===== src/rtl/add_out_pkg_hdl.sv =====
// Shared add_out types and default widths, common to the RTL, the monitor and the BFMs.
// An entry is {sum, tag}, with the sum in the upper bits.
package add_out_pkg_hdl;
    localparam int ADD_OUT_DATA_WIDTH = 8;
    localparam int ADD_OUT_TAG_WIDTH  = 4;
    localparam int ADD_OUT_DEPTH      = 4;

    typedef logic [ADD_OUT_DATA_WIDTH:0]  add_out_sum_t;
    typedef logic [ADD_OUT_TAG_WIDTH-1:0] add_out_tag_t;

    typedef struct packed {
        add_out_sum_t sum;
        add_out_tag_t tag;
    } add_out_entry_t;

    localparam int ADD_OUT_ENTRY_WIDTH = $bits(add_out_entry_t);
endpackage


===== src/rtl/add_out_fifo.sv =====
// Register-based result FIFO. The head is read combinationally, so reads add no latency.
// Push is ignored when full and pop when empty; flush empties the FIFO and overrides both.
module add_out_fifo #(
    parameter int WIDTH = 13,
    parameter int DEPTH = 4
) (
    input  logic                     clk,
    input  logic                     rst,
    input  logic                     push,
    input  logic                     pop,
    input  logic                     flush,
    input  logic [WIDTH-1:0]         din,
    output logic [WIDTH-1:0]         dout,
    output logic                     full,
    output logic                     empty,
    output logic [$clog2(DEPTH):0]   count
);
    localparam int AW = $clog2(DEPTH);
    localparam int PW = AW + 1;

    logic [PW-1:0]    wr_q, wr_d, rd_q, rd_d;
    logic [WIDTH-1:0] mem_q [DEPTH];
    logic             do_push, do_pop;

    // The pointers carry one extra wrap bit, which tells full apart from empty.
    assign full    = (wr_q[AW] != rd_q[AW]) && (wr_q[AW-1:0] == rd_q[AW-1:0]);
    assign empty   = (wr_q == rd_q);
    assign count   = wr_q - rd_q;
    assign dout    = mem_q[rd_q[AW-1:0]];
    assign do_push = push && !full && !flush;
    assign do_pop  = pop && !empty && !flush;

    always_comb begin
        wr_d = wr_q;
        rd_d = rd_q;
        if (flush) begin
            wr_d = '0;
            rd_d = '0;
        end else begin
            if (do_push) wr_d = wr_q + PW'(1);
            if (do_pop)  rd_d = rd_q + PW'(1);
        end
    end

    always_ff @(posedge clk) begin
        if (rst) begin
            wr_q <= '0;
            rd_q <= '0;
            // Storage is cleared as well, so the head reads zero out of reset.
            for (int i = 0; i < DEPTH; i++) mem_q[i] <= '0;
        end else begin
            wr_q <= wr_d;
            rd_q <= rd_d;
            if (do_push) mem_q[wr_q[AW-1:0]] <= din;
        end
    end
endmodule


===== src/rtl/add_out_xmit.sv =====
// Transmit side of add_out: adds each operand pair, tags the sum with a wrapping sequence number, and queues the result.
// in_ready and out_valid decode only registered FIFO state, so there is no combinational in-to-out path.
module add_out_xmit
    import add_out_pkg_hdl::*;
#(
    parameter int DATA_WIDTH = ADD_OUT_DATA_WIDTH,
    parameter int DEPTH      = ADD_OUT_DEPTH,
    parameter int TAG_WIDTH  = ADD_OUT_TAG_WIDTH
) (
    input  logic                    clk,
    input  logic                    rst,
    input  logic                    in_valid,
    output logic                    in_ready,
    input  logic [DATA_WIDTH-1:0]   in_a,
    input  logic [DATA_WIDTH-1:0]   in_b,
    input  logic                    flush,
    output logic                    out_valid,
    input  logic                    out_ready,
    output logic [DATA_WIDTH:0]     out_sum,
    output logic [TAG_WIDTH-1:0]    out_tag,
    output logic [$clog2(DEPTH):0]  count
);
    localparam int SW = DATA_WIDTH + 1;
    localparam int EW = SW + TAG_WIDTH;

    logic                 full, empty, push, pop;
    logic [SW-1:0]        sum;
    logic [EW-1:0]        din, dout;
    logic [TAG_WIDTH-1:0] tag_q, tag_d;

    assign in_ready  = !full;
    assign out_valid = !empty;
    // A flush wins over a same-cycle accept, so the tag advances only on a real push.
    assign push      = in_valid && in_ready && !flush;
    assign pop       = out_valid && out_ready;

    assign sum     = SW'(in_a) + SW'(in_b);
    assign din     = {sum, tag_q};
    assign out_sum = dout[EW-1:TAG_WIDTH];
    assign out_tag = dout[TAG_WIDTH-1:0];

    always_comb begin
        tag_d = tag_q;
        if (push) tag_d = tag_q + TAG_WIDTH'(1);
    end

    always_ff @(posedge clk) begin
        if (rst) tag_q <= '0;
        else     tag_q <= tag_d;
    end

    add_out_fifo #(
        .WIDTH (EW),
        .DEPTH (DEPTH)
    ) u_fifo (
        .clk   (clk),
        .rst   (rst),
        .push  (push),
        .pop   (pop),
        .flush (flush),
        .din   (din),
        .dout  (dout),
        .full  (full),
        .empty (empty),
        .count (count)
    );
endmodule


===== config.mk =====
export PLATFORM = sky130hd
export DESIGN_NAME = add_out_xmit
export DESIGN_NICKNAME = d
export VERILOG_FILES = /design/src/rtl/add_out_pkg_hdl.sv /design/src/rtl/add_out_fifo.sv /design/src/rtl/add_out_xmit.sv
export SDC_FILE = /design/constraint.sdc
export NUM_CORES = 1
export LEC_CHECK = 0
export CORE_ASPECT_RATIO = 0.9
export CORE_MARGIN = 2
export CORE_UTILIZATION = 45
export DETAILED_ROUTE_END_ITERATION = 12
export GPL_TIMING_DRIVEN = 0
export HOLD_SLACK_MARGIN = 0.08
export PLACE_DENSITY = 0.65
export SYNTH_ARGS = -nofsm -noshare
export SYNTH_HDL_FRONTEND = slang
export SYNTH_SLANG_ARGS = --single-unit

===== constraint.sdc =====
create_clock -name clk -period 4.4 [get_ports clk]
set_clock_uncertainty 0.1 [all_clocks]
set_input_delay 0.44 -clock clk [delete_from_list [all_inputs] [get_ports clk]]
set_output_delay 0.44 -clock clk [all_outputs]
set_load 0.01 [all_outputs]

==> flow_summary.json <==
{
  "status": "complete, no violations",
  "path_clk_slew_ps": 70,
  "path_cells": "buf_2 > mux4_2 > clkdlybuf4s50_1",
  "yosysWarnings": 0,
  "nFillCells": 594,
  "path_max_fanout": 10,
  "fmax_mhz": 358,
  "fin_crit_ps": 2800,
  "critical_path.slowest_cell": "mux4_2",
  "multi_input_area_sq_um": 1340,
  "cp.required_ps": 3860,
  "place.gp.congestion": 0.719,
  "area_growth_pct": 20.8,
  "worst_pin_slew_ps": 788,
  "relSlewSlack": 0.472,
  "crit_path_end_kind": "output pin",
  "grt_start_max_net_pins": 14,
  "wl_mm": 6.33,
  "critPathKind": "reg2out",
  "grt_remaining_overflow": 0,
  "dpl_worst_slack_ps": 1370,
  "die_area_sq_um": 7850,
  "syn_inst": 246,
  "grtUsageTotal": 0.183,
  "fin_ws_ps": 1600,
  "drt_iter0_markers": 100,
  "core-area_sq_um": 7000,
  "crit_path_max_incr_delay_ps": 570,
  "maxSlewViolCount": 0,
  "min_path_cells": 2,
  "grt_pass1_vias": 2153,
  "clk-insertion-delay-late_ps": 340,
  "cts.repair.resized": 0,
  "ir_worst_vdd_mv": 0.224,
  "ys_seq_area_frac": 0.560,
  "layout_common_cells": "edfxtp_1, clkdlybuf4s50_1, nor2_1, and2_1",
  "rsz0062_at_grt": "no",
  "dr.pass1.iters": 4,
  "worst_hold_slack_ps": 469,
  "powerDensity_nw_per_um2": 324,
  "finalSetupTns_ps": 0,
  "seqCellArea_sq_um": 1800,
  "rows": 29,
  "hold_viol": 0,
  "post_cts_buffers": 0,
  "cts_max_level": 3,
  "cts_sinks": 64,
  "die_h_um": 84.2,
  "grt_pass1_wl_mm": 10.7,
  "netlist-cell-type-count": 39,
  "cts_tree": "built",
  "maxCapViolCount": 0,
  "clockBufferDepth": 2,
  "avgSynthCellArea_sq_um": 13.1,
  "place_hpwl_mm": 4.51,
  "setup_viol": 0,
  "ys_ff_latch": 64,
  "finalCritPeriodShare": 0.635,
  "cts-hold-fix-buffers": 0,
  "port_buffers": 38,
  "via_count": 2081,
  "antenna_found_initial": 0,
  "syn_nets": 282,
  "io_pins": 39,
  "die_w_um": 93.2,
  "leakagePower_nw": 1.46,
  "cts_buffers": 9,
  "n_antenna_cell": 0,
  "worstHoldPathType": "reg2reg",
  "avgViaCountPerCell": 5.30,
  "wire_per_inst_um": 16.1,
  "reg2regPathDepth": 7,
  "cts_root_buf": "clkbuf_8",
  "crit_path_start_kind": "register",
  "drive_gt1_frac": 0.133,
  "arrival_ps": 2260,
  "final_common_cell": "edfxtp_1",
  "remaining_drc_errors": 0,
  "syn-cell-area_sq_um": 3220,
  "antenna_left": 0,
  "start_util": 0.460,
  "nets": 332
}
[routing by layer]
metal	track usage	up-vias	wire length (um)
met5	0	-	0
met4	0.0508	0	60
met3	0.0646	6	344
met2	0.284	59	3060
met1	0.248	999	2870
li1	-	1017	-
[worst max-delay path, delay by kind of cell, from the launching register on]
family	cells	cell delay, ps
buf+inv	2	890
mux	1	570
flops	1	460
[logic make-up after synthesis]
| logic type | after synthesis | share of synthesized area |
|---|---|---|
| buffers and inverters | 21 | 0.0264 |
| XOR/XNOR | 10 | 0.0330 |
| flip-flops | 64 | 0.560 |
| AND/OR/NAND/NOR | 80 | 0.127 |
| multiplexers | 17 | 0.103 |
| adder cells (fa/ha/maj) | 15 | 0.0630 |
| AO/OA/AOI/OAI | 39 | 0.0878 |
[final cells by class]
| cell class | instances | share of cell area |
|---|---|---|
| Sequential cell | 64 | 0.463 |
| Clock buffer | 9 | 0.0318 |
| Buffer | 8 | 0.00933 |
| Multi-Input combinational cell | 161 | 0.344 |
| Timing Repair Buffer | 39 | 0.0997 |
| Tap cell | 93 | 0.0299 |
| Clock inverter | 6 | 0.00965 |
| Inverter | 13 | 0.0125 |
[flip-flops by register name, summed over array words and instances, names as in the netlist, named ones only]
signal and count:
tag_q 4, u_fifo.wr_q 3, u_fifo.rd_q 3, u_fifo.mem_q 52
[stage by stage]
step | util | area [sq um] | instances | power [mW]
after floorplan | - | 3220 | 246 | 0.788
after global placement | 0.531 | 3720 | 377 | 0.851
after detailed placement | 0.532 | 3730 | 378 | 0.856
after CTS | 0.555 | 3890 | 393 | 1.27
after global routing | 0.555 | 3890 | 393 | 1.32
final | 0.555 | 3890 | 393 | 1.26
[power breakdown]
group	leakage (nW)	switching (mW)	total [mW]	internal, mW
combinational	0.746	0.0816	0.155	0.0732
sequential	0.637	0.00894	0.687	0.678
clock	0.0785	0.223	0.421	0.198
[synthesized netlist by cell type, drive strengths merged]
cell type	n	share of area
and2	20	0.039
and4b	1	0.0031
o211ai	5	0.016
mux2i	4	0.012
nor3	10	0.016
o21ai	5	0.0089
o31ai	1	0.0023
mux4	13	0.091
xor2	7	0.019
nand3b	1	0.0023
ha	13	0.051
a211oi	4	0.011
a311oi	1	0.0027
o211a	1	0.0031
or2	1	0.0019
nand2	6	0.0070
clkbuf	3	0.0035
a21o	2	0.0047
nor2b	5	0.0097
fa	2	0.012
buf	5	0.0078
o2111a	1	0.0035
or3	4	0.0078
nor2	27	0.031
o31a	1	0.0027
or3b	1	0.0027
xnor2	3	0.014
a221oi	1	0.0027
nand3	4	0.0062
edfxtp	52	0.49
o21a	4	0.0093
dfxtp	12	0.075
inv	13	0.015
a21oi	12	0.019
o21bai	1	0.0023
[path summary, 6_finish.rpt]
kind	from	to	slack (ps)
max	register	out_sum[4]	1600
min	u_fifo.rd_q[0]$_SDFFE_PP0P_	register	470
max reg2reg	u_fifo.wr_q[0]$_SDFFE_PP0P_	u_fifo.mem_q[1][2]$_SDFFCE_PN0P_	1610
min reg2reg	u_fifo.rd_q[0]$_SDFFE_PP0P_	register	470
No activity file was read; power rests on OpenSTA's default activity.
==> variant 1: new RTL, config.mk and constraints unchanged <==
Register the output `count`, cleared by the reset; this adds one clock of latency there. The other outputs are not delayed to match.
--- a/src/rtl/add_out_xmit.sv
+++ b/src/rtl/add_out_xmit.sv
@@ -23,4 +23,6 @@
     localparam int SW = DATA_WIDTH + 1;
     localparam int EW = SW + TAG_WIDTH;
+
+    logic [$clog2(DEPTH):0] count_d;
 
     logic                 full, empty, push, pop;
@@ -63,6 +65,14 @@
         .full  (full),
         .empty (empty),
-        .count (count)
+        .count (count_d)
     );
+    always_ff @(posedge clk) begin
+        if (rst) begin
+            count <= '0;
+        end else begin
+            count <= count_d;
+        end
+    end
+
 endmodule
 
Function: changed (a bounded check fails within 4 cycles, from zero or initial values and one cycle with rst high).
==> variant 1 against the original RTL <==
Sequential share of layout area up 0.61 points; area after synthesis grew 1.9%; design area up 2.0%; die area rose by 1.8%; sequential power is 3.8% higher; sequential cell count increased by 3; critical path depth increased by 4; setup slack got worse by 0.0028 ns; non-clock buffer count unchanged; total power increased by 7.5%; count of clock-buffer cells in the layout grew 2; synthesized cell count is 2.0% higher; wire length is 0.74% lower; largest power group unchanged; highest routed layer unchanged.
==> variant 1: results (changes against the original RTL) <==
[place]
port_buffers=37  ; -2.6%
hpwl_um=4470  ; -0.90%
dpl_cell_area_um2=3780  ; +1.4%
place_inst=382  ; +1.1%
preCtsSetupSlack_ns=1.53  ; +0.156 ns
globalplace.congestion=0.757  ; +5.3%

[synth]
synth_commonest_cells=edfxtp_1, nor2_1, and2_1
syn-num-nets=287  ; +1.8%
ys_types=41  ; +5.1%
synthXorXnorAreaFrac_pct=2.90  ; -0.40 points
synth.area.top_cells=edfxtp_1, dfxtp_1, mux4_2
synthAdderAreaFrac_pct=6.18  ; -0.12 points
synthMuxAreaShare_pct=10.1  ; -0.19 points
ys_seq_area_share_pct=56.8  ; +0.81 points
synthCells=251  ; +2.0%

[timing]
fmax_mhz=357  ; -0.10%
hold_slack_ns=0.331  ; -0.138 ns
tightestPinTransition_ns=0.731  ; -0.0565 ns

[drt]
wirelength_um=6290  ; -0.74%
via_per_inst=5.23  ; -1.3%
drt_iter0_drc=95  ; -5.0%
first_pass_iters=5  ; +1

[setup_path]
crit_end=u_fifo.mem_q[1][3]
crit_family=simple AND/OR/NAND/NOR gates
critPathSlowestCell=nand2_1
timing.rr.end=u_fifo.mem_q[1][3]

[final_layout]
layout.nets=336  ; +1.2%
drive_above_1_share_pct=12.8  ; -0.55 points
fin_cells=398  ; +1.3%

[pwr]
clockPowerShare_pct=36.0  ; +2.7 points
netSwitchingPower_mw=0.319  ; +1.6%
leakagePower_nw=1.49  ; +2.2%
p_clk_mw=0.488  ; +16%
ir_drop_v=0.000203  ; -9.6%

[grt]
first_global_vias=1982  ; -7.9%

[worst_hold_path]
hp-class=input pin to flip-flop
hold_start=rst

[outcome]
status=finished, final reports clean

-- variant 1: changes by cell type after synthesis, moves of 2 or more --
cell / unedited run / this run
inv_1: 13 / 11
nor2_1: 27 / 30
buf_2: 5 / 2
clkbuf_1: 3 / 5
dfxtp_1: 12 / 15
buf_6: 0 / 2
-- variant 1: area by class of cell --
class,count,area [um^2]
Multi-Input combinational cell,164,1330
Clock buffer,11,131
Tap cell,93,116
Fill cell,624,3070
Clock inverter,5,53.8
Timing Repair Buffer,38,382
Buffer,9,51.3
Sequential cell,67,1860
Inverter,11,41.3
-- variant 1: cell families (layout without fill, tap and decap cells) --
family / Yosys count / in the layout
compound gates: 39 / 39
fa+ha+maj: 15 / 15
flops: 67 / 67
simple gates: 83 / 83
mux: 17 / 17
buf+inv: 20 / 74
xor+xnor: 10 / 10
-- variant 1: layer usage --
metal	global-route usage, %	routed length (um)	vias to the layer above
met5	0	0	-
met4	6.72	104	0
met3	4.62	365	8
met2	25.5	2910	67
met1	24.9	2910	976
li1	-	-	1030
==> variant 2: new RTL, same flow settings <==
Made on the original files. `ADD_OUT_TAG_WIDTH`: 4 -> 3.
--- a/src/rtl/add_out_pkg_hdl.sv
+++ b/src/rtl/add_out_pkg_hdl.sv
@@ -3,5 +3,5 @@
 package add_out_pkg_hdl;
     localparam int ADD_OUT_DATA_WIDTH = 8;
-    localparam int ADD_OUT_TAG_WIDTH  = 4;
+    localparam int ADD_OUT_TAG_WIDTH  = 3;
     localparam int ADD_OUT_DEPTH      = 4;
 
Ports: changed (resized out_tag); port bits go from 39 to 38. No check against the original RTL was run, so the function may have changed too.
==> variant 2 against the original RTL <==
Combinational power is 3% lower; sequential cell count is 5 lower; area after synthesis is 8.2% lower; sequential power is 7.7% lower; design area is 7.3% lower; setup slack better by 0.017 ns; wire length is 11% lower; total power is 6.2% lower; critical path type is now flip-flop to flip-flop; largest power group unchanged.
==> variant 2: results (changes against the original RTL) <==
[clocking]
root_buffer=clkbuf_8

[pwr]
ir_drop_v=0.000197  ; -12%
p_clk_mw=0.400  ; -5.0%
leakagePower_nw=1.37  ; -6.3%
power_combinational_mw=0.151  ; -3%
netSwitchingPower_mw=0.291  ; -7.2%

[setup_path]
critPathSlowestCell=nand2_1
path_max_fanout=12  ; +2
crit_family=simple AND/OR/NAND/NOR gates
max_stage_delay_ns=0.48  ; -0.09 ns
critical_path_arrival_ns=2.64  ; +0.38 ns

[synth]
synth.area.top_cells=edfxtp_1, mux4_2, dfxtp_1
synth_commonest_cells=edfxtp_1, nor2_1, and2_1
synth_edf_count=48  ; -7.7%
syn-num-nets=260  ; -7.8%
synthXorXnorAreaFrac_pct=4.19  ; +0.89 points
synthAdderAreaFrac_pct=6.86  ; +0.57 points
async_reset_ff_share_pct=0  ; unchanged
synthCells=224  ; -8.9%
synth_compound_area_share_pct=6.40  ; -2.4 points
ys_seq_area_share_pct=56.2  ; +0.28 points
ys_types=36  ; -7.7%

[place]
hpwl_um=4140  ; -8.3%
globalplace.congestion=0.724  ; +0.70%
port_buffers=37  ; -2.6%

[final_layout]
drive_above_1_share_pct=13.7  ; +0.39 points
design_area_um2=3610  ; -7.3%
layout.nets=309  ; -6.9%
largest_register_ffs=48  ; -7.7%

[drt]
via_per_inst=5.20  ; -1.8%
wirelength_um=5660  ; -11%
routedWlPerCell_um=15.5  ; -3.5%
drt_iter0_drc=68  ; -32%

[grt]
grt_usage_pct=18.1  ; -0.29 points
first_global_vias=1933  ; -10%
grt_pass1_wl_um=9390  ; -13%
grt_max_degree=13  ; -1

[timing]
hold_slack_ns=0.478  ; +0.00864 ns
tightestPinTransition_ns=0.635  ; -0.153 ns

[outcome]
status=finished, final reports clean

[worst_hold_path]
hold_start=tag_q[1]

## variant 2: changes by cell type after synthesis, sizes merged, moves of 4 or more
cell,delta
a211oi,-4
a21oi,-5
edfxtp,-4
inv,-4
nor2,+4
## variant 2: worst max-delay path by stage
stage / startpoint / endpoint / slack (ns) / cells past startpoint
final: u_fifo.wr_q[0] / u_fifo.mem_q[1][10] / 1.62 / 7
after global routing: u_fifo.wr_q[0] / u_fifo.mem_q[0][11] / 1.47 / 7
after CTS: flip-flop / out_sum[6] / 1.60 / 3
after detailed placement: in_a[0] / u_fifo.mem_q[2][9] / 1.38 / 7
after global placement: in_valid / u_fifo.mem_q[3][7] / 0.66 / 4
after floorplan: u_fifo.wr_q[0] / u_fifo.mem_q[3][0] / 1.75 / 5
## variant 2: through the flow
step	worst slack (ns)	utilization (%)	total power [mW]
floorplan	1.75	-	0.731
global placement	0.655	54.9	0.794
detailed placement	1.38	55.2	0.798
CTS	1.60	57.7	1.20
global route	1.47	57.7	1.24
finish	1.62	57.7	1.18
## variant 2: area by class of cell
class	count	area (um^2)
well taps	87	109
plain buffers	7	32.5
clock inverters	6	33.8
clock buffers	9	124
repair buffers	38	382
multi-input cells	149	1230
fillers	556	2640
flip-flops and latches	59	1660
inverters	9	33.8
## variant 2: per-layer routing
layer / vias to the layer above / GRT usage, % / part of all wire [%]
met5: - / 0 / 0
met4: 0 / 5.37 / 1.6
met3: 10 / 6.40 / 4.3
met2: 45 / 29.6 / 49
met1: 912 / 22.5 / 45
li1: 926 / - / -
## variant 2: worst reg2reg max path: stages (launching register included)
cell and delay (ns):
dfxtp_1 0.42, inv_1 0.15, ha_1 0.35, nand2_1 0.24
o211ai_4 0.16, or3_1 0.34, buf_2 0.19, nand2_1 0.48
